$ cat src/rtl/arbiter_wrr_hs.sv
// arbiter_wrr_hs: fixed-priority, round-robin or weighted round-robin arbiter
// with req/rdy handshakes upstream and a registered gnt/rdy handshake downstream.
module arbiter_wrr_hs #(
   parameter int WIDTH_REQ    = 8,
   parameter int MODE         = 1,
   parameter int WIDTH_WEIGHT = 4
) (
   input  logic                              clk,
   input  logic                              reset_n,
   input  logic [WIDTH_REQ-1:0]              req_i,
   output logic [WIDTH_REQ-1:0]              req_rdy_o,
   input  logic [WIDTH_REQ*WIDTH_WEIGHT-1:0] weight_i,
   output logic [WIDTH_REQ-1:0]              gnt_o,
   input  logic                              gnt_rdy_i
);
   localparam int PW = $clog2(WIDTH_REQ);
   typedef logic [PW-1:0] idx_t;

   logic [WIDTH_REQ-1:0]    gnt_q, gnt_d, cand, win_oh;
   idx_t                    ptr_q, ptr_d, owner_q, owner_d, win, nxt;
   logic [WIDTH_WEIGHT-1:0] credit_q, credit_d, wt, ew;
   logic                    busy, hs, bubble, take;

   // Circular scan from s upward; the lowest offset from s wins.
   function automatic idx_t pick(input logic [WIDTH_REQ-1:0] c, input idx_t s);
      int j;
      pick = s;
      for (int k = WIDTH_REQ - 1; k >= 0; k--) begin
         j = (int'(s) + k) % WIDTH_REQ;
         if (c[j]) pick = idx_t'(j);
      end
   endfunction

   assign busy   = |gnt_q;
   assign hs     = busy & gnt_rdy_i;
   assign bubble = (MODE == 2) && (credit_q != '0);
   assign cand   = busy ? (req_i & ~gnt_q) : req_i;
   assign win    = pick(cand, (MODE == 0) ? idx_t'(0) : ptr_q);
   assign win_oh = WIDTH_REQ'(1) << win;
   assign take   = busy ? (hs && !bubble && (|cand)) : (|req_i);
   assign wt     = weight_i[win*WIDTH_WEIGHT +: WIDTH_WEIGHT];
   assign ew     = (MODE == 2 && wt != '0) ? wt : WIDTH_WEIGHT'(1);
   assign nxt    = (win == idx_t'(WIDTH_REQ - 1)) ? idx_t'(0) : win + idx_t'(1);

   // A continuing owner spends credit; any other winner reloads from its weight.
   always_comb begin
      gnt_d    = gnt_q;
      owner_d  = owner_q;
      credit_d = credit_q;
      ptr_d    = ptr_q;
      if (!busy || hs) gnt_d = take ? win_oh : '0;
      if (take) begin
         if (win == owner_q && credit_q != '0) begin
            credit_d = credit_q - WIDTH_WEIGHT'(1);
         end else begin
            owner_d  = win;
            credit_d = ew - WIDTH_WEIGHT'(1);
         end
         ptr_d = (MODE == 1) ? nxt : (MODE == 2) ? ((credit_d != '0) ? win : nxt) : idx_t'(0);
      end
   end

   always_ff @(posedge clk or negedge reset_n) begin
      if (!reset_n) begin
         gnt_q    <= '0;
         ptr_q    <= '0;
         owner_q  <= '0;
         credit_q <= '0;
      end else begin
         gnt_q    <= gnt_d;
         ptr_q    <= ptr_d;
         owner_q  <= owner_d;
         credit_q <= credit_d;
      end
   end

   assign gnt_o     = gnt_q;
   assign req_rdy_o = gnt_q & {WIDTH_REQ{gnt_rdy_i}};
endmodule

$ cat config.mk
export PLATFORM = sky130hd
export DESIGN_NAME = arbiter_wrr_hs
export DESIGN_NICKNAME = d
export VERILOG_FILES = /design/src/rtl/arbiter_wrr_hs.sv
export SDC_FILE = /design/constraint.sdc
export NUM_CORES = 1
export LEC_CHECK = 0
export BUFFER_PORTS_ARGS = -buffer_cell sky130_fd_sc_hd__buf_2
export CORE_MARGIN = 2
export CORE_UTILIZATION = 40
export CTS_CLUSTER_DIAMETER = 30
export DETAILED_ROUTE_END_ITERATION = 10
export PLACE_DENSITY = 0.68
export SLEW_MARGIN = 20
export SYNTH_ARGS = -nofsm -noshare
export SYNTH_HDL_FRONTEND = slang
export SYNTH_SLANG_ARGS = --single-unit
$ cat constraint.sdc
create_clock -name clk -period 6.8 [get_ports clk]
set_clock_uncertainty 0.15 [all_clocks]
set_input_delay 0.68 -clock clk [delete_from_list [all_inputs] [get_ports clk]]
set_output_delay 0.68 -clock clk [all_outputs]
set_load 0.005 [all_outputs]
**Yosys cells after proc, flatten, opt, wreduce, memory -nomap -nowiden**

Index checks and enable logic that the tools add are counted.

- Bits in registers: 11
- Bits of input ports: 43
- Output and inout port bits: 16
- Logic and storage cells: 79

- Add/sub/neg operators: 8
- Order comparisons: 8
- Equal/unequal tests: 1
- Shift operators: 1
- Mux-type cells: 35
- Bitwise logic cells: 11
- Reduce and logical (&&, ||, !) cells: 13

Operator list:

| cell | count |
|---|---|
| $lt A4 B5 Y1 const B | 7 |
| $mux W3 | 9 |
| $bmux W1 S3 | 8 |
| $reduce_or A8 Y1 | 3 |
| $reduce_or A3 Y1 | 7 |
| $and A8 B8 Y8 | 2 |
| $mux W1 | 16 |
| $mux W8 | 2 |
| $add A3 B3 Y3 const B | 4 |
| $not A8 Y8 | 1 |
| $shl A1 B3 Y8 const A | 1 |
| $and A1 B1 Y1 const A | 7 |
| $add A3 B1 Y3 const B | 2 |
| $add A3 B2 Y3 const B | 2 |
| $lt A3 B4 Y1 const B | 1 |
| $eq A3 B3 Y1 const B | 1 |
| $and A1 B1 Y1 | 1 |
| $logic_and A1 B1 Y1 | 1 |
| $logic_not A1 Y1 | 1 |
| $logic_or A1 B1 Y1 | 1 |

**Depth between registers and ports, before layout**

- Depth after elaboration: 16
- Gate-level depth with buffers: 14
- Depth with buffers taken out: 12

**Worst setup path after synthesis**

Ideal clock, no wire load.

- Path kind: reg2reg
- Start: register ptr_q[1]
- End: register ptr_q[2]
- Library setup time: 125 ps
- Arrival: 3385 ps
- Required time: 6525 ps
- Path slack: 3141 ps
- Stages on the path, launching flop included: 15
- Path buffers: 2
- Period minus slack after synthesis: 3659 ps
- Path through: dfrtp_1 buf_2 clkinv_1 ha_1 clkbuf_1 and4b_1 nor4_1 mux2i_1 o211a_1 o21ai_1 a41oi_1 o41a_1 ha_1 ha_1 mux2_2

- Cells in the longest elaborated chain, start to end: 14
- Elaborated cells on any way between the ends: 41
- Those cells by class: add/sub: 8; eq/ne: 1; mux: 32

Ends and longest elaborated chain:

| what | line | source |
|---|---|---|
| start: declaration | 20 | `idx_t ptr_q, ptr_d, owner_q, owner_d, win, nxt;` |
| start signal: assignment | 71 | `ptr_q <= ptr_d;` |
| $add A3 B3 Y3 | 29 | `j = (int'(s) + k) % WIDTH_REQ;` |
| $bmux W1 S3 | 30 | `if (c[j]) pick = idx_t'(j);` |
| $mux W1 (implied by the code) (2 in a row) | 30 |  |
| $mux W3 (7 in a row) | 30 |  |
| $mux W3 * | 30 |  |
| $add A3 B1 Y3 or $eq A3 B3 Y1 (tied branches) | 43 | `assign nxt = (win == idx_t'(WIDTH_REQ - 1)) ? idx_t'(0) : win + idx_t'(1);` |
| $mux W3 * | 43 |  |
| net nxt[2] | 20 |  |

Mark *: on every way through the listed nets, which the timed path passes. The rest lies on a longest branch. The select of a mux whose other input is x is not followed.
A chain may end at the register's enable or synchronous reset.

**Final worst setup path**

- Start: register ptr_q[0]
- End: register ptr_q[2]

The elaborated chain is that of the path after synthesis.

==> results.md <==
- Reg2Reg Depth: 12
- Tcrit/Tclk final: 64.3%
- FF+latch count, synth: 11
- Clock tree buffer depth: 2
- Total nets after synthesis: between 200 and 250
- WHS: 0.150 ns
- RR Startpoint: ptr_q[0]$_DFFE_PN0P_
- Setup_tns: 0 ns
- DRT Pass-1 Iters: 4
- Clk sinks: 11
- Yosys warning total: 0
- Overall Global Routing Usage: 21.0%
- Area of the core: approximately 0.0036 mm²
- Fin nets: 233
- Cell Rows: 22
- CP max FO: 16
- Routed Antenna Nets: 0
- Post-synthesis cell count: 157
- Die Height: ~65 µm
- RSZ-0062 raised after global routing: false
- Initial antenna violation count: 0
- Die Wd: 65.4 µm
- Main area contributors after synthesis: dfrtp_1 18%, mux4_2 15%, ha_1 5.8%
- R2R setup slack: 2.42 ns
- PwrDens: 658 mW/mm²
- Vias in the first global route: 1440
- Maxcap violations: 0
- Post-CTS Setup Bufs: 0
- Die area: 0.00428 mm²
- CP Capture Type: flip-flop
- First-pass GRT wire length: 6910 µm
- Post-synth EDFFs: 0
- Via count: roughly 1500
- Least-Margin Pin Slew: 0.671 ns
- Fillers: 353
- Critical Path AT: 4.35 ns
- Post-synth top cells: 11 x and2_1, 11 x dfrtp_1, 10 x mux4_2, 10 x nand2b_1, 9 x nand2_1
- Distinct cells, synth: 55
- Post-synthesis sequential area ratio: 18.3%
- Final Hold Violating Endpoints: 0
- Worst-Skew Late Latency: roughly 0.24 ns
- Vias/cell: approximately 6.4
- Synth async-reset ratio: 100%
- Post-CTS sizing: 0
- Kind of critical path: reg -> reg
- Final Max Tran Viols: 0
- # H-tree levels: 1
- VDD IR max: 0.298 mV
- Place WS: between 2 and 3 ns
- R2r endpoint: ptr_q[2]$_DFFE_PN0P_
- Yosys top cell by area: dfrtp_1
- Io pins: 59
- Cts hold-fix bufs: 0
- Netlist Area Pre-Place: 0.00151 mm²
- Min cycle time layout: 4.38 ns
- Largest net degree at the start of global routing: 19
- Area growth, synth to finish: 14.4%
- Worst path required time: 6.78 ns
- Antenna diode count: 0
- TritonCTS clock tree: done
- Routed WL: approximately 4100 µm
- CTS root buffer: clkbuf_8
- Mapped Avg Cell Area: between 9 and 10 µm²
- Synth Flop Type: dfrtp_1
- Clock transition at path regs: 0.05 ns
- Design Power: roughly 0.0011 W
- Count of final setup violators: 0
- Class of the worst hold path: in -> async
- CP startpoint kind: flip-flop
- PortBufs: 26
- Initial Util: 41.5%
- Post-DP HPWL: between 3000 and 4000 µm
- Outcome: finished, final reports clean
- TritonCTS buffer count: 3
- Final GP Congestion: approximately 0.94
- Wirelength per Cell: about 18 µm
- Share of cells above drive strength 1: between 20% and 30%
- Remaining routing DRC violations: 0
- Remaining global-route overflow: 0
- Final worst slack: around 2.4 ns
- F_max: 229 MHz
- Max_slew headroom: 54.6%
- LEAKAGE: between 0.7 and 0.8 nW
- Share of the synthesized area in the top cell type: 18.3%
- DR iter-0 viols: 67
[layer usage]
metal | vias up | global-route usage [%] | wire length [µm] | share of wire [%]
met1 | 735 | 27.5 | 1810 | 44
met4 | 0 | 7.03 | 67 | 1.6
met3 | 6 | 2.40 | 204 | 4.9
li1 | 675 | - | - | -
met2 | 54 | 36.0 | 2050 | 50
met5 | - | 0 | 0 | 0
[layout by cell type (no fill, tap or decap), drive strengths merged, types with 3 or more instances in the layout]
master   count
a21oi        4
a32o         3
and2        11
and2b        3
buf         27
clkbuf       4
dfrtp       11
ha           7
inv          3
mux2         3
mux2i        6
mux4        11
nand2        9
nand2b      10
nor2         6
nor2b        7
nor4         3
o21ai        5
o2bb2ai      4
o41ai        3
or3b         3
xnor2        3
[critical path: stages, from the launching register on]
cell and delay, ns:
dfrtp_1 0.73, inv_2 0.27, ha_1 0.49, nor4b_1 0.67, nor4_1 0.12, mux2i_1 0.26
nor3_1 0.08, nand2_1 0.07, a41oi_1 0.17, o41a_1 0.49, ha_1 0.21, ha_1 0.27
mux2_2 0.26
[cells by family (layout without fill, tap and decap cells)]
logic type | Yosys count | count (layout) | synth area share [%]
xor+xnor | 5 | 5 | 2.91
flops | 11 | 11 | 18.3
mux | 20 | 20 | 22.9
fa+ha+maj | 7 | 7 | 5.81
compound gates | 38 | 38 | 20.5
buf+inv | 10 | 35 | 2.74
simple gates | 66 | 66 | 26.9
[worst max path at each step]
stage                                     from                    to  slack [ns]  depth (start not counted)
after global placement    ptr_q[0]$_DFFE_PN0P_  ptr_q[2]$_DFFE_PN0P_        2.63                         12
after detailed placement  ptr_q[0]$_DFFE_PN0P_  ptr_q[2]$_DFFE_PN0P_        2.52                         12
after CTS                 ptr_q[0]$_DFFE_PN0P_  ptr_q[2]$_DFFE_PN0P_        2.49                         12
after floorplan           ptr_q[1]$_DFFE_PN0P_  ptr_q[2]$_DFFE_PN0P_        3.14                         14
after global routing      ptr_q[0]$_DFFE_PN0P_  ptr_q[2]$_DFFE_PN0P_        2.12                         12
final                     ptr_q[0]$_DFFE_PN0P_  ptr_q[2]$_DFFE_PN0P_        2.42                         12
[final cells by class]
type,count,area [µm²],share of cell area [%]
timing repair buffer,27,138,7.98
clock buffer,4,45.0,2.61
sequential,11,275,16.0
multi-input combinational,136,1190,69.1
tap,48,60.1,3.48
inverter,4,15.0,0.871
[sequential cells by signal (all words and copies together), names as in the netlist]
| register | count |
|---|---|
| gnt_o | 8 |
| ptr_q | 3 |
[where the power goes]
group          total [W]  switching, W  internal (W)
clock network  0.0000664     0.0000252     0.0000412
logic           0.000908      0.000482      0.000426
registers       0.000161     0.0000675     0.0000931
total            0.00113      0.000574      0.000560
[per-stage QoR]
step	utilization (%)	cell area, µm²	instances
2_1_floorplan	-	1510	157
3_3_place_gp	46.2	1680	226
3_5_place_dp	46.2	1680	226
4_1_cts	47.5	1720	230
5_1_grt	47.5	1720	230
6_report	47.5	1720	230
(Power assumes the default switching activity.)
